**src/rtl/hazard_scoreboard_ctrl.sv**
```systemverilog
// Decode-stage load-use hazard controller: per-register countdown scoreboard,
// memory-busy freeze, branch-flush override and saturating stall counter.
module hazard_scoreboard_ctrl #(
   parameter int          REG_W       = 4,
   parameter int          LOAD_LAT    = 1,
   parameter logic [15:0] SRC2_IGNORE = 16'hFF74,
   parameter bit          ZERO_REG_EN = 1'b1,
   parameter int          CNT_W       = 16
) (
   input  logic             clk,
   input  logic             rst,
   input  logic             id_valid,
   input  logic [3:0]       id_opcode,
   input  logic [REG_W-1:0] id_src1,
   input  logic [REG_W-1:0] id_src2,
   input  logic             id_mem_read,
   input  logic [REG_W-1:0] id_dst,
   input  logic             mem_busy,
   input  logic             flush,
   output logic             stall_en,
   output logic             bubble_en,
   output logic [CNT_W-1:0] hazard_cnt
);

   localparam int         NREG = 2 ** REG_W;
   localparam logic [2:0] LAT3 = 3'(LOAD_LAT);

   logic [2:0]       sb_q [NREG];
   logic [2:0]       sb_d [NREG];
   logic [CNT_W-1:0] cnt_q;
   logic [CNT_W-1:0] cnt_d;

   logic use1;
   logic use2;
   logic pend1;
   logic pend2;
   logic lu_haz;
   logic issue;
   logic ld_set;

   function automatic logic [CNT_W-1:0] sat_inc(input logic [CNT_W-1:0] v);
      if (&v) begin
         return v;
      end
      return v + 1'b1;
   endfunction

   function automatic logic is_zero_reg(input logic [REG_W-1:0] r);
      return ZERO_REG_EN && (r == '0);
   endfunction

   // Hazard detection and pipeline control outputs
   always_comb begin
      use1      = id_valid;
      use2      = id_valid & ~SRC2_IGNORE[id_opcode];
      pend1     = (sb_q[id_src1] != 3'd0) & ~is_zero_reg(id_src1);
      pend2     = (sb_q[id_src2] != 3'd0) & ~is_zero_reg(id_src2);
      lu_haz    = ~flush & ((use1 & pend1) | (use2 & pend2));
      stall_en  = lu_haz | mem_busy;
      bubble_en = lu_haz & ~mem_busy;
      issue     = id_valid & ~flush & ~lu_haz & ~mem_busy;
      ld_set    = issue & id_mem_read & ~is_zero_reg(id_dst);
   end

   // Scoreboard next state: a fresh load overrides the countdown of its entry
   always_comb begin
      for (int r = 0; r < NREG; r++) begin
         sb_d[r] = sb_q[r];
         if (!mem_busy) begin
            if (ld_set && (id_dst == REG_W'(r))) begin
               sb_d[r] = LAT3;
            end else if (sb_q[r] != 3'd0) begin
               sb_d[r] = sb_q[r] - 3'd1;
            end
         end
      end
      cnt_d = bubble_en ? sat_inc(cnt_q) : cnt_q;
   end

   always_ff @(posedge clk or posedge rst) begin
      if (rst) begin
         for (int r = 0; r < NREG; r++) begin
            sb_q[r] <= 3'd0;
         end
         cnt_q <= '0;
      end else begin
         for (int r = 0; r < NREG; r++) begin
            sb_q[r] <= sb_d[r];
         end
         cnt_q <= cnt_d;
      end
   end

   assign hazard_cnt = cnt_q;

endmodule

```
**config.mk**
```make
export PLATFORM = sky130hd
export DESIGN_NAME = hazard_scoreboard_ctrl
export DESIGN_NICKNAME = d
export VERILOG_FILES = /design/src/rtl/hazard_scoreboard_ctrl.sv
export SDC_FILE = /design/constraint.sdc
export NUM_CORES = 1
export LEC_CHECK = 0
export BUFFER_PORTS_ARGS = -buffer_cell sky130_fd_sc_hd__buf_2
export CORE_ASPECT_RATIO = 0.7
export CORE_MARGIN = 4
export CORE_UTILIZATION = 35
export CTS_BUF_LIST = sky130_fd_sc_hd__clkbuf_16
export DETAILED_ROUTE_END_ITERATION = 8
export PLACE_DENSITY = 0.53
export SYNTH_ARGS = -nofsm -noshare
export SYNTH_HDL_FRONTEND = slang
export SYNTH_SLANG_ARGS = --single-unit
```
**constraint.sdc**
```tcl
create_clock -name clk -period 3.2 [get_ports clk]
set_input_delay 0.64 -clock clk [delete_from_list [all_inputs] [get_ports clk]]
set_output_delay 0.64 -clock clk [all_outputs]
set_load 0.005 [all_outputs]
```
* After elaboration in Yosys (flattened, before gate mapping)
Memory sizes are Yosys's and may differ from the RTL's.
Index checks and enable logic that the tools add are counted.
Widths: inputs -> output; s select.
** Word-level totals
- Register bits :: 64
- Bits in latches :: 0
- Bits in writable memories :: 0
- ROM bits :: 16
- Input bits :: 22
- Memories kept :: 1
** Memory list
- (name not given) :: depth 16, width 1, rd ports 1, clocked after Yosys merged registers in 0, write ports 0, line 55 : use2 = id_valid & ~SRC2_IGNORE[id_opcode];
** Cells by class
- Add/sub/neg operators :: 17
- Multiply operators :: 0
- Divide/modulo/power cells :: 0
- Magnitude comparators :: 3
- Equality and inequality tests :: 16
- Shift-type cells :: 0
- Muxes and demuxes :: 41
- Bitwise operators :: 23
- Reduce and logical (&&, ||, !) cells :: 71
** Operators with widths (number)
- $mux 3 :: 36
- $reduce_bool 3->1 :: 18
- $sub 3x1->3 const B :: 16
- $reduce_and 2->1 :: 17
- $eq 4x4->1 const B :: 8
- $reduce_bool 2->1 :: 16
- $bmux 3 s4 :: 2
- $add 16x1->16 const B :: 1
- $eq 4x3->1 const B :: 4
- $logic_and 1x1->1 :: 16
- $mux 16 :: 1
- $reduce_and 16->1 :: 1
- $and 1x1->1 :: 12
- $logic_not 4->1 :: 3
- $ge 5x5->1 const B :: 2
- $not 4->5 :: 2
- $eq 4x2->1 const B :: 2
- $not 1->1 :: 7
- $lt 4x5->1 const B :: 1
- $eq 4x1->1 const B :: 1
- $mux 1 :: 2
- $ne 2x2->1 const B :: 1
- $or 1x1->1 :: 2

* Logic depth before layout (Yosys ltp)
Gate-level depths: netlist (run 1).
- Depth in word-level cells :: 17
- Mapped depth :: 9

* Worst setup path after synthesis (run 1)
No wires, ideal clock.
- Path kind :: input to output
- Start :: input port id_src2[0]
- End :: output port stall_en
- Data arrival time :: 2.467 ns
- Data required time :: 2.560 ns
- Setup slack :: 0.093 ns
- Cell stages on the path :: 9
- Path buffers :: 3
- Cell sequence :: buf_6 > inv_4 > mux4_2 > a2111o_1 > a211oi_2 > nor2_1 > buf_4 > buf_4 > o21bai_1
** On the way
- Longest elaborated chain between the ends :: 10
** Ends and longest elaborated chain
- start, declared :: line 15 : input logic [REG_W-1:0] id_src2,
- $not 4->5 (not written as such) :: line 57 : pend2 = (sb_q[id_src2] != 3'd0) & ~is_zero_reg(id_src2);
- $bmux 3 s4 :: line 57
- $mux 3 (not written as such) (2 in series) :: line 57
- $reduce_bool 3->1 :: line 57
- $and 1x1->1 (*) :: line 57
- $and 1x1->1 (*) :: line 58 : lu_haz = ~flush & ((use1 & pend1) | (use2 & pend2));
- $or 1x1->1 (*) :: line 58
- $and 1x1->1 (*) :: line 58
- $or 1x1->1 (*) :: line 59 : stall_en = lu_haz | mem_busy;
- end, declared :: line 20 : output logic stall_en,
Mark *: on every way between the ends. The rest lies on a longest branch, timed or not. The select of a mux whose other input is x is not followed.

* Worst setup path in the final report (run 1)
- Start :: register sb_q[40] in the netlist's numbering
- End :: output port stall_en
** On the way
- Longest elaborated chain between the ends :: 9
** Ends and longest elaborated chain
- start, declared :: line 28 : logic [2:0] sb_q [NREG];
- start signal, assigned by index :: line 88 : sb_q[r] <= sb_d[r];
- $bmux 3 s4, on equally long branches :: line 56, 57
- $mux 3, on equally long branches (2 in series) :: line 56, 57
- $reduce_bool 3->1, on equally long branches :: line 56, 57
- $and 1x1->1, on equally long branches :: line 56, 57
- $and 1x1->1 :: line 58
- $or 1x1->1 (*) :: line 58
- $and 1x1->1 (*) :: line 58
- $or 1x1->1 (*) :: line 59
Marked as above.

==> out/summary.txt, run 1 <==
port bufs = 39
XOR/XNOR Fraction of Synth Area = 6.52%
RSZ-0062 raised after global routing = no
DR vias/cell = 5.23
final net count = 559
cell with the most instances after synthesis = dfrtp_1
complex-gate fraction of the synthesized area = 19.9%
pin count of the biggest net entering global routing = 44
DR pass1 iterations = 4
initial antenna violation count = 0
DRC = 0
final setup vio count = 0
Cell Pwr Density = 798 mW/mm^2
status = finished, final reports clean
Initial Utilization = 35.6%
min cycle time layout = 3.10 ns
synth cell count leaders = dfrtp_1, inv_1, nand2_1
clock latency at the later pin of the worst-skew pair = 0.33 ns
Routed WL = 10500 um
Die Wd = 138 um
adder-cell share of the synthesized area = 9.92%
mux contribution to synthesized area = 1.83%
fin. max-slew vios = 0
Final Hold Vio Count = 0
Post-synth EDFFs = 0
layout cells sized above 1 = 19.8%
CP startpoint kind = flip-flop
max_cap viols = 0
CTS tree = done
fillers = 1155
Iteration-0 DRC Markers = 232
clk sinks = 64
maximum buffer depth of the clock tree = 2
slew margin rel. = 45.0%
first-pass GRT wire length = 17800 um
die area = 0.0137 mm^2
worst-path maximum fanout = 5
part of the cycle the worst path needs = 96.9%
Ant. Diodes = 0
Most used DFF post-synth = dfrtp_1
post-layout util = 41.9%
Setup CP Type = reg -> out
H-tree Lvls = 3
DP Worst Slack = 0.0351 ns
Req. time, crit path = 2.56 ns
DR WL/cell = 15.8 um
GRT Total Usage = 16.2%
Die Y = 99.3 um
main area contributors after synthesis = dfrtp_1, ha_1, inv_1
Fmax = 322 MHz
Static Leak = 2.36 nW
Core ar. = 0.0117 mm^2
hold slack final = 0.481 ns
Post-synth ARST share = 100%
Worst Setup End Kind = output port
Detail Route Antenna Nets = 0
Clock transition at path regs = 0.05 ns
Syn Area/Cell = 9.15 um^2
largest family of logic cells by synthesized area = compound AO/OA/AOI/OAI gates
setup TNS = 0 ns
Post-Syn Nets = 510
Clock Root Buffer = clkbuf_16
Yosys warnings = 0
Std-Cell Rows = 33
skew final = 0.00750 ns
detailed-route via count = 3483
vias in the first global route = 3453
Worst Tran Pin Value = 0.823 ns
simple-gate share of the synthesized area = 15.9%
CP arrival = 2.46 ns
mapped cell area = 0.00416 mm^2
post-synth top area share = 38.5%
Setup Fix Bufs, Post-CTS = 0
Yosys reg bits = 64
final worst setup slack = 0.0982 ns
worst hold path class = in -> async
total power = 3.91 mW
Overflow after GRT = 0
Post-Syn Instances = 455
VDD IR max = 0.000286 V
post-cts hold buffer count = 0
sequential share of the synthesized area = 38.5%
Yosys top cell by area = dfrtp_1
CTS Buf Count = 9
Post-CTS Resized = 0
number of distinct library cells after synthesis = 52
num ports = 40
P&R area growth vs syn = 17.6%
Final HPWL DP = 7890 um
gpl congestion = 0.800
## layout by cell type (no fill, tap or decap), drive strengths merged, types with 3 or more instances in the layout
master   n
a31o    14
a211oi  15
nand4    4
inv     60
a21oi   10
ha      33
xnor2   18
dfrtp   64
nand2b   4
clkbuf   9
nor3    17
nand2   37
and2     4
a31oi   29
or4      3
and4     3
nor4     7
o311ai   3
buf     55
xor2    13
nor2    30
o21ai   31
and3     4
nand3   10
## final cells by class
| type | count | area [um^2] | area share (%) |
|---|---|---|---|
| clock buffer | 9 | 225 | 4.60 |
| timing repair buffer | 55 | 315 | 6.44 |
| sequential | 64 | 1600 | 32.7 |
| clock inverter | 7 | 80.1 | 1.63 |
| tap | 157 | 196 | 4.01 |
| inverter | 57 | 216 | 4.42 |
| multi-input combinational | 317 | 2260 | 46.2 |
## path summary, 6_finish.rpt
check / from / endpoint / slack [ns] / cells past startpoint
max: sb_q[40] / stall_en / 0.1 / 7
min: rst / sb_q[46] / 0.48 / 2
max reg2reg: sb_q[40] / sb_q[1] / 0.48 / 7
min reg2reg: hazard_cnt[11] / hazard_cnt[11] / 0.48 / 1
max in group asynchronous: rst / sb_q[10] / 1.96 / 3
min in group clk: hazard_cnt[11] / hazard_cnt[11] / 0.48 / 1
## through the flow
step | std cells | instance area [um^2]
2_1_floorplan | 455 | 4160
3_3_place_gp | 650 | 4580
3_5_place_dp | 650 | 4580
4_1_cts | 666 | 4890
5_1_grt | 666 | 4900
6_report | 666 | 4900
## routing by layer
metal  up-vias  part of all wire, %  GRT usage, %
met5         -                    0             0
met4         0                 0.34          3.87
met3         2                  6.0          3.94
met2        66                   43          24.1
met1      1685                   50          23.7
li1       1730                    -             -
## flip-flops by register name (all words and copies together), names as in the netlist
name and cells:
hazard_cnt 16, sb_q 48
## cells by family (layout without fill, tap and decap cells)
kind of cell | Yosys count | count (layout)
xor gates and xnor gates | 31 | 31
AOI/OAI and AO/OA | 115 | 115
adders and majority gates | 33 | 33
DFF | 64 | 64
and+or+nand+nor | 133 | 133
buffers and inverters | 74 | 128
muxes | 5 | 5
## where the power goes
group / switching (mW) / leakage [nW] / internal, mW
clock network: 0.344 / 0.161 / 0.669
registers: 0.306 / 0.750 / 1.15
logic: 0.755 / 1.45 / 0.682
total: 1.41 / 2.36 / 2.51
## worst max-delay path: stages, from the launching register on
cell      delay [ns]
dfrtp_1         0.40
nor3_1          0.41
a211oi_1        0.09
or4_1           0.54
and3_1          0.23
nor2_2          0.25
o21bai_1        0.09
buf_2           0.13
Power figures use the tool's default switching activity.
==> inputs of run 2 (changes only) <==
- CORE_ASPECT_RATIO: 0.7 -> default
- CTS_BUF_LIST: sky130_fd_sc_hd__clkbuf_16 -> sky130_fd_sc_hd__clkbuf_4 sky130_fd_sc_hd__clkbuf_8
- CTS_CLUSTER_SIZE: default -> 28
==> run 2 against run 1 <==
Compared with the run above: setup slack improved by 0.044 ns; largest power group unchanged; global-route usage decreased by 0.20 points; sequential power barely moved; non-clock buffer count down 4; combinational power is essentially flat; first-iteration DRC count fell by 23%; die area shrank 0.20%; count of clock-buffer cells in the layout increased by 6; total power fell by 9.2%; critical path depth stayed put; clock skew rose by 0.0034 ns; register-to-register slack better by 0.07 ns; largest cell class unchanged; critical endpoint unchanged.
==> out/summary.txt, run 2 (same netlist as run 1, synthesis figures left out) <==
Ant. Diodes = 0
CP peak stage delay = 0.68 ns
post-layout util = 41.2%
final net count = 555
DRC = 0
gpl congestion = 0.766
CTS tree = done
max_cap viols = 0
Cell Pwr Density = 749 mW/mm^2
initial antenna violation count = 0
Clock transition at path regs = 0.07 ns
worst-path maximum fanout = 3
first-pass GRT wire length = 17000 um
Final Hold Vio Count = 0
GRT Total Usage = 16.0%
Req. time, crit path = 2.56 ns
total power = 3.55 mW
DP Worst Slack = 0.111 ns
Core ar. = 0.0115 mm^2
clock latency at the later pin of the worst-skew pair = 0.35 ns
Critical Path, Cell by Cell = or4b_2, a2111oi_2, a2111o_1, a211oi_2, nor2_2, o21bai_1, buf_2
layout cells sized above 1 = 19.8%
clk sinks = 64
skew final = 0.0109 ns
slew margin rel. = 54.4%
Std-Cell Rows = 39
Initial Utilization = 36.2%
H-tree Lvls = 3
Routed WL = 10100 um
status = finished, final reports clean
worst hold path class = in -> async
VDD IR max = 0.000253 V
num ports = 40
part of the cycle the worst path needs = 95.6%
detailed-route via count = 3468
vias in the first global route = 3358
most common cell after layout, fill and taps aside = dfrtp_1
Final HPWL DP = 7450 um
DR vias/cell = 5.36
fin. max-slew vios = 0
Setup CP Type = reg -> out
pin count of the biggest net entering global routing = 65
Iteration-0 DRC Markers = 179
maximum buffer depth of the clock tree = 2
Fmax = 327 MHz
setup TNS = 0 ns
Die Y = 117 um
die area = 0.0137 mm^2
RSZ-0062 raised after global routing = no
Static Leak = 2.29 nW
Critical path buffers and inverters = 1
Critical-path top delay cell = or4b_2
Overflow after GRT = 0
P&R area growth vs syn = 13.8%
Reg with most FFs = sb_q
port bufs = 39
DR pass1 iterations = 4
CTS Buf Count = 9
Die Wd = 117 um
max reg flops = 48
CP startpoint kind = flip-flop
Crit path max-delay family = simple AND/OR/NAND/NOR gates
post-cts hold buffer count = 0
min cycle time layout = 3.06 ns
most frequent cells in the layout = dfrtp_1, inv_1, buf_2
CP arrival = 2.42 ns
Clock Root Buffer = clkbuf_8
Worst Setup End Kind = output port
DR WL/cell = 15.7 um
final setup vio count = 0
Worst Tran Pin Value = 0.681 ns
final worst setup slack = 0.142 ns
Detail Route Antenna Nets = 0
run 2: cell count changes in the layout (fill, tap and decap cells not counted), moves of 2 or more:
cell / delta
clkbuf_16: -9
clkbuf_8: +11
bufinv_16: -2
clkbuf_4: +4
buf_4: -5
inv_1: -3
run 2: stage by stage:
| stage | area [um^2] | instances | hold WS [ns] |
|---|---|---|---|
| 3_5_place_dp | 4550 | 632 | 0.485 |
| 6_report | 4740 | 647 | 0.336 |
| 5_1_grt | 4740 | 647 | 0.383 |
| 3_3_place_gp | 4550 | 632 | 0.476 |
| 4_1_cts | 4730 | 647 | 0.369 |
| 2_1_floorplan | 4160 | 455 | 0.478 |
run 2: routing by layer:
layer / share of wire, % / track usage (%) / routed length, um / vias to the layer above
li1: - / - / - / 1717
met1: 48 / 21.5 / 4880 / 1684
met2: 46 / 25.7 / 4700 / 57
met3: 4.3 / 3.60 / 434 / 10
met4: 1.2 / 4.97 / 117 / 0
met5: 0 / 0 / 0 / -
run 2: timing repair:
item,4_1_cts,5_1_grt
setup buffers,0,0
setup endpoints to repair,0,2
resized for setup,0,3
run 2: worst min-delay path: cells and delay by family:
kind	cells	cell delay, ns
buffers and inverters	3	0.45
run 2: where the power goes:
| group | internal [mW] | total (mW) | leakage, nW | switching (mW) |
|---|---|---|---|---|
| Clock | 0.355 | 0.670 | 0.0975 | 0.314 |
| Combinational | 0.682 | 1.44 | 1.44 | 0.757 |
| Sequential | 1.15 | 1.44 | 0.750 | 0.288 |
| Total | 2.19 | 3.55 | 2.29 | 1.36 |
run 2: final timing paths:
| path | from | endpoint | slack [ns] | depth (start not counted) |
|---|---|---|---|---|
| max | sb_q[30] | stall_en | 0.14 | 7 |
| min | rst | hazard_cnt[15] | 0.34 | 3 |
| max reg2reg | sb_q[30] | sb_q[25] | 0.55 | 7 |
| min reg2reg | hazard_cnt[11] | hazard_cnt[11] | 0.49 | 1 |
| max in group asynchronous | rst | sb_q[8] | 2.53 | 3 |
| min in group clk | hazard_cnt[11] | hazard_cnt[11] | 0.49 | 1 |
run 2: area by class of cell:
type	instances	area, um^2
Clock buffer	15	181
Fill cell	1159	6780
Inverter	57	216
Multi-Input combinational cell	317	2260
Sequential cell	64	1600
Tap cell	143	179
Timing Repair Buffer	51	298
==> inputs of run 3 (changes only) <==
- clock period: 3.2 -> 3.35 ns (I/O delays scaled with it)
==> run 3 against run 2 <==
Compared with the run above: sequential share of layout area barely moved; total power fell by 4.0%; utilization about the same; sequential cell count did not move; setup slack gained 0.013 ns; critical path depth increased by 1; via count is 0.81% lower; sequential power decreased by 5%; wire length is 2.1% lower; cell count is 0.15% higher.
==> out/summary.txt, run 3 (same netlist as run 1, synthesis figures left out) <==
Worst R2R End = sb_q[14]
gpl congestion = 0.762
Static Leak = 2.29 nW
DR pass1 iterations = 4
Routed WL = 9920 um
die area = 0.0137 mm^2
Cell Pwr Density = 719 mW/mm^2
Setup Fix Bufs, Post-CTS = 0
status = finished, final reports clean
CTS tree = done
Worst Setup End Kind = output port
H-tree Lvls = 3
slew margin rel. = 53.1%
CTS Buf Count = 9
initial antenna violation count = 0
DR WL met2 = 4670 um
Critical-path top delay cell = or4b_2
Req. time, crit path = 2.68 ns
P&R area growth vs syn = 13.8%
Core ar. = 0.0115 mm^2
DR vias/cell = 5.31
Setup CP Type = in -> out
reg2reg setup slack = 0.62 ns
Top Metal Used = met4
Final Hold Vio Count = 0
setup TNS = 0 ns
Fmax = 313 MHz
fin. max-slew vios = 0
detailed-route via count = 3440
DRC = 0
Clock Root Buffer = clkbuf_8
post-route insts no fill = 648
cell mode on critical path = buf_2
total power = 3.41 mW
clk sinks = 64
min cycle time layout = 3.19 ns
Initial Utilization = 36.2%
fillers = 1133
post-cts hold buffer count = 0
Final HPWL DP = 7440 um
Post-CTS Resized = 0
first-pass GRT wire length = 16900 um
max reg flops = 48
Die Wd = 117 um
Crit path max-delay family = simple AND/OR/NAND/NOR gates
Detail Route Antenna Nets = 0
CP peak stage delay = 0.59 ns
final setup vio count = 0
Clock transition at path regs = 0.08 ns
port bufs = 39
CP startpoint kind = primary input
max_cap viols = 0
Critical Path Stages = 8
pin count of the biggest net entering global routing = 46
Sequential Area = 0.00160 mm^2
Reg with most FFs = sb_q
post-layout util = 41.1%
GRT Total Usage = 15.7%
Overflow after GRT = 0
part of the cycle the worst path needs = 95.4%
skew final = 0.0182 ns
Iteration-0 DRC Markers = 216
worst hold path class = in -> async
Critical Path, Cell by Cell = buf_2, or4b_2, a2111oi_0, a2111o_1, a211oi_2, nor2_2, o21bai_1, buf_2
Ant. Diodes = 0
metal3 WL = 296 um
vias in the first global route = 3443
final net count = 555
RSZ-0062 raised after global routing = no
maximum buffer depth of the clock tree = 2
worst-path maximum fanout = 6
Std-Cell Rows = 39
Worst Tran Pin Value = 0.700 ns
most frequent cells in the layout = dfrtp_1, inv_1, buf_2
Post-Place Cells = 632
num ports = 40
Reg-to-Reg Start = sb_q[30]
layout cells sized above 1 = 19.6%
footprint of the multi-input gates = 0.00225 mm^2
Die Y = 117 um
DR WL/cell = 15.3 um
Critical path buffers and inverters = 2
VDD IR max = 0.000233 V
CP arrival = 2.52 ns
Setup crit end = stall_en
most common cell after layout, fill and taps aside = dfrtp_1
Critical path origin = id_src2[0]
clock latency at the later pin of the worst-skew pair = 0.35 ns
wl on met1 = 4800 um
worst r2r path cells = 7
## run 3: per-layer routing
metal  vias up  global-route usage, %
met5         -                      0
met1      1656                   20.5
met2        51                   25.9
met4         0                   5.43
met3        13                   3.19
li1       1720                      -
## run 3: worst reg2reg max path, delay by kind of cell (launching register included)
family,cells,cell delay [ns]
DFF,1,0.39
AOI/OAI and AO/OA,4,0.83
and+or+nand+nor,2,0.89
buffers and inverters,1,0.46
## run 3: per-stage QoR
stage                     area (um^2)  hold WS [ns]  setup WS (ns)
after global routing             4740         0.456         0.0311
after detailed placement         4550         0.483          0.134
after global placement           4550         0.475          0.200
after floorplan                  4160         0.478          0.183
final                            4740         0.400          0.155
after CTS                        4740         0.434          0.132
## run 3: power by group
| group | leakage, nW | total, mW | internal (mW) | switching (mW) |
|---|---|---|---|---|
| logic | 1.44 | 1.37 | 0.652 | 0.722 |
| clock network | 0.104 | 0.665 | 0.365 | 0.299 |
| registers | 0.750 | 1.37 | 1.10 | 0.269 |
| total | 2.29 | 3.41 | 2.12 | 1.29 |
## run 3: cell type report
| cell class | instances | area share [%] |
|---|---|---|
| sequential | 64 | 33.8 |
| multi-input combinational | 317 | 47.5 |
| inverter | 57 | 4.57 |
| clock buffer | 12 | 3.09 |
| clock inverter | 4 | 0.951 |
| timing repair buffer | 51 | 6.28 |
| tap | 143 | 3.78 |
## run 3: worst min-delay path by stage
stage / to / slack (ns) / cells past startpoint
5_1_grt: sb_q[11] / 0.46 / 2
6_report: sb_q[11] / 0.40 / 2
4_1_cts: sb_q[11] / 0.43 / 2
3_3_place_gp: hazard_cnt[7] / 0.48 / 1
3_5_place_dp: hazard_cnt[11] / 0.48 / 1
2_1_floorplan: hazard_cnt[11] / 0.48 / 1
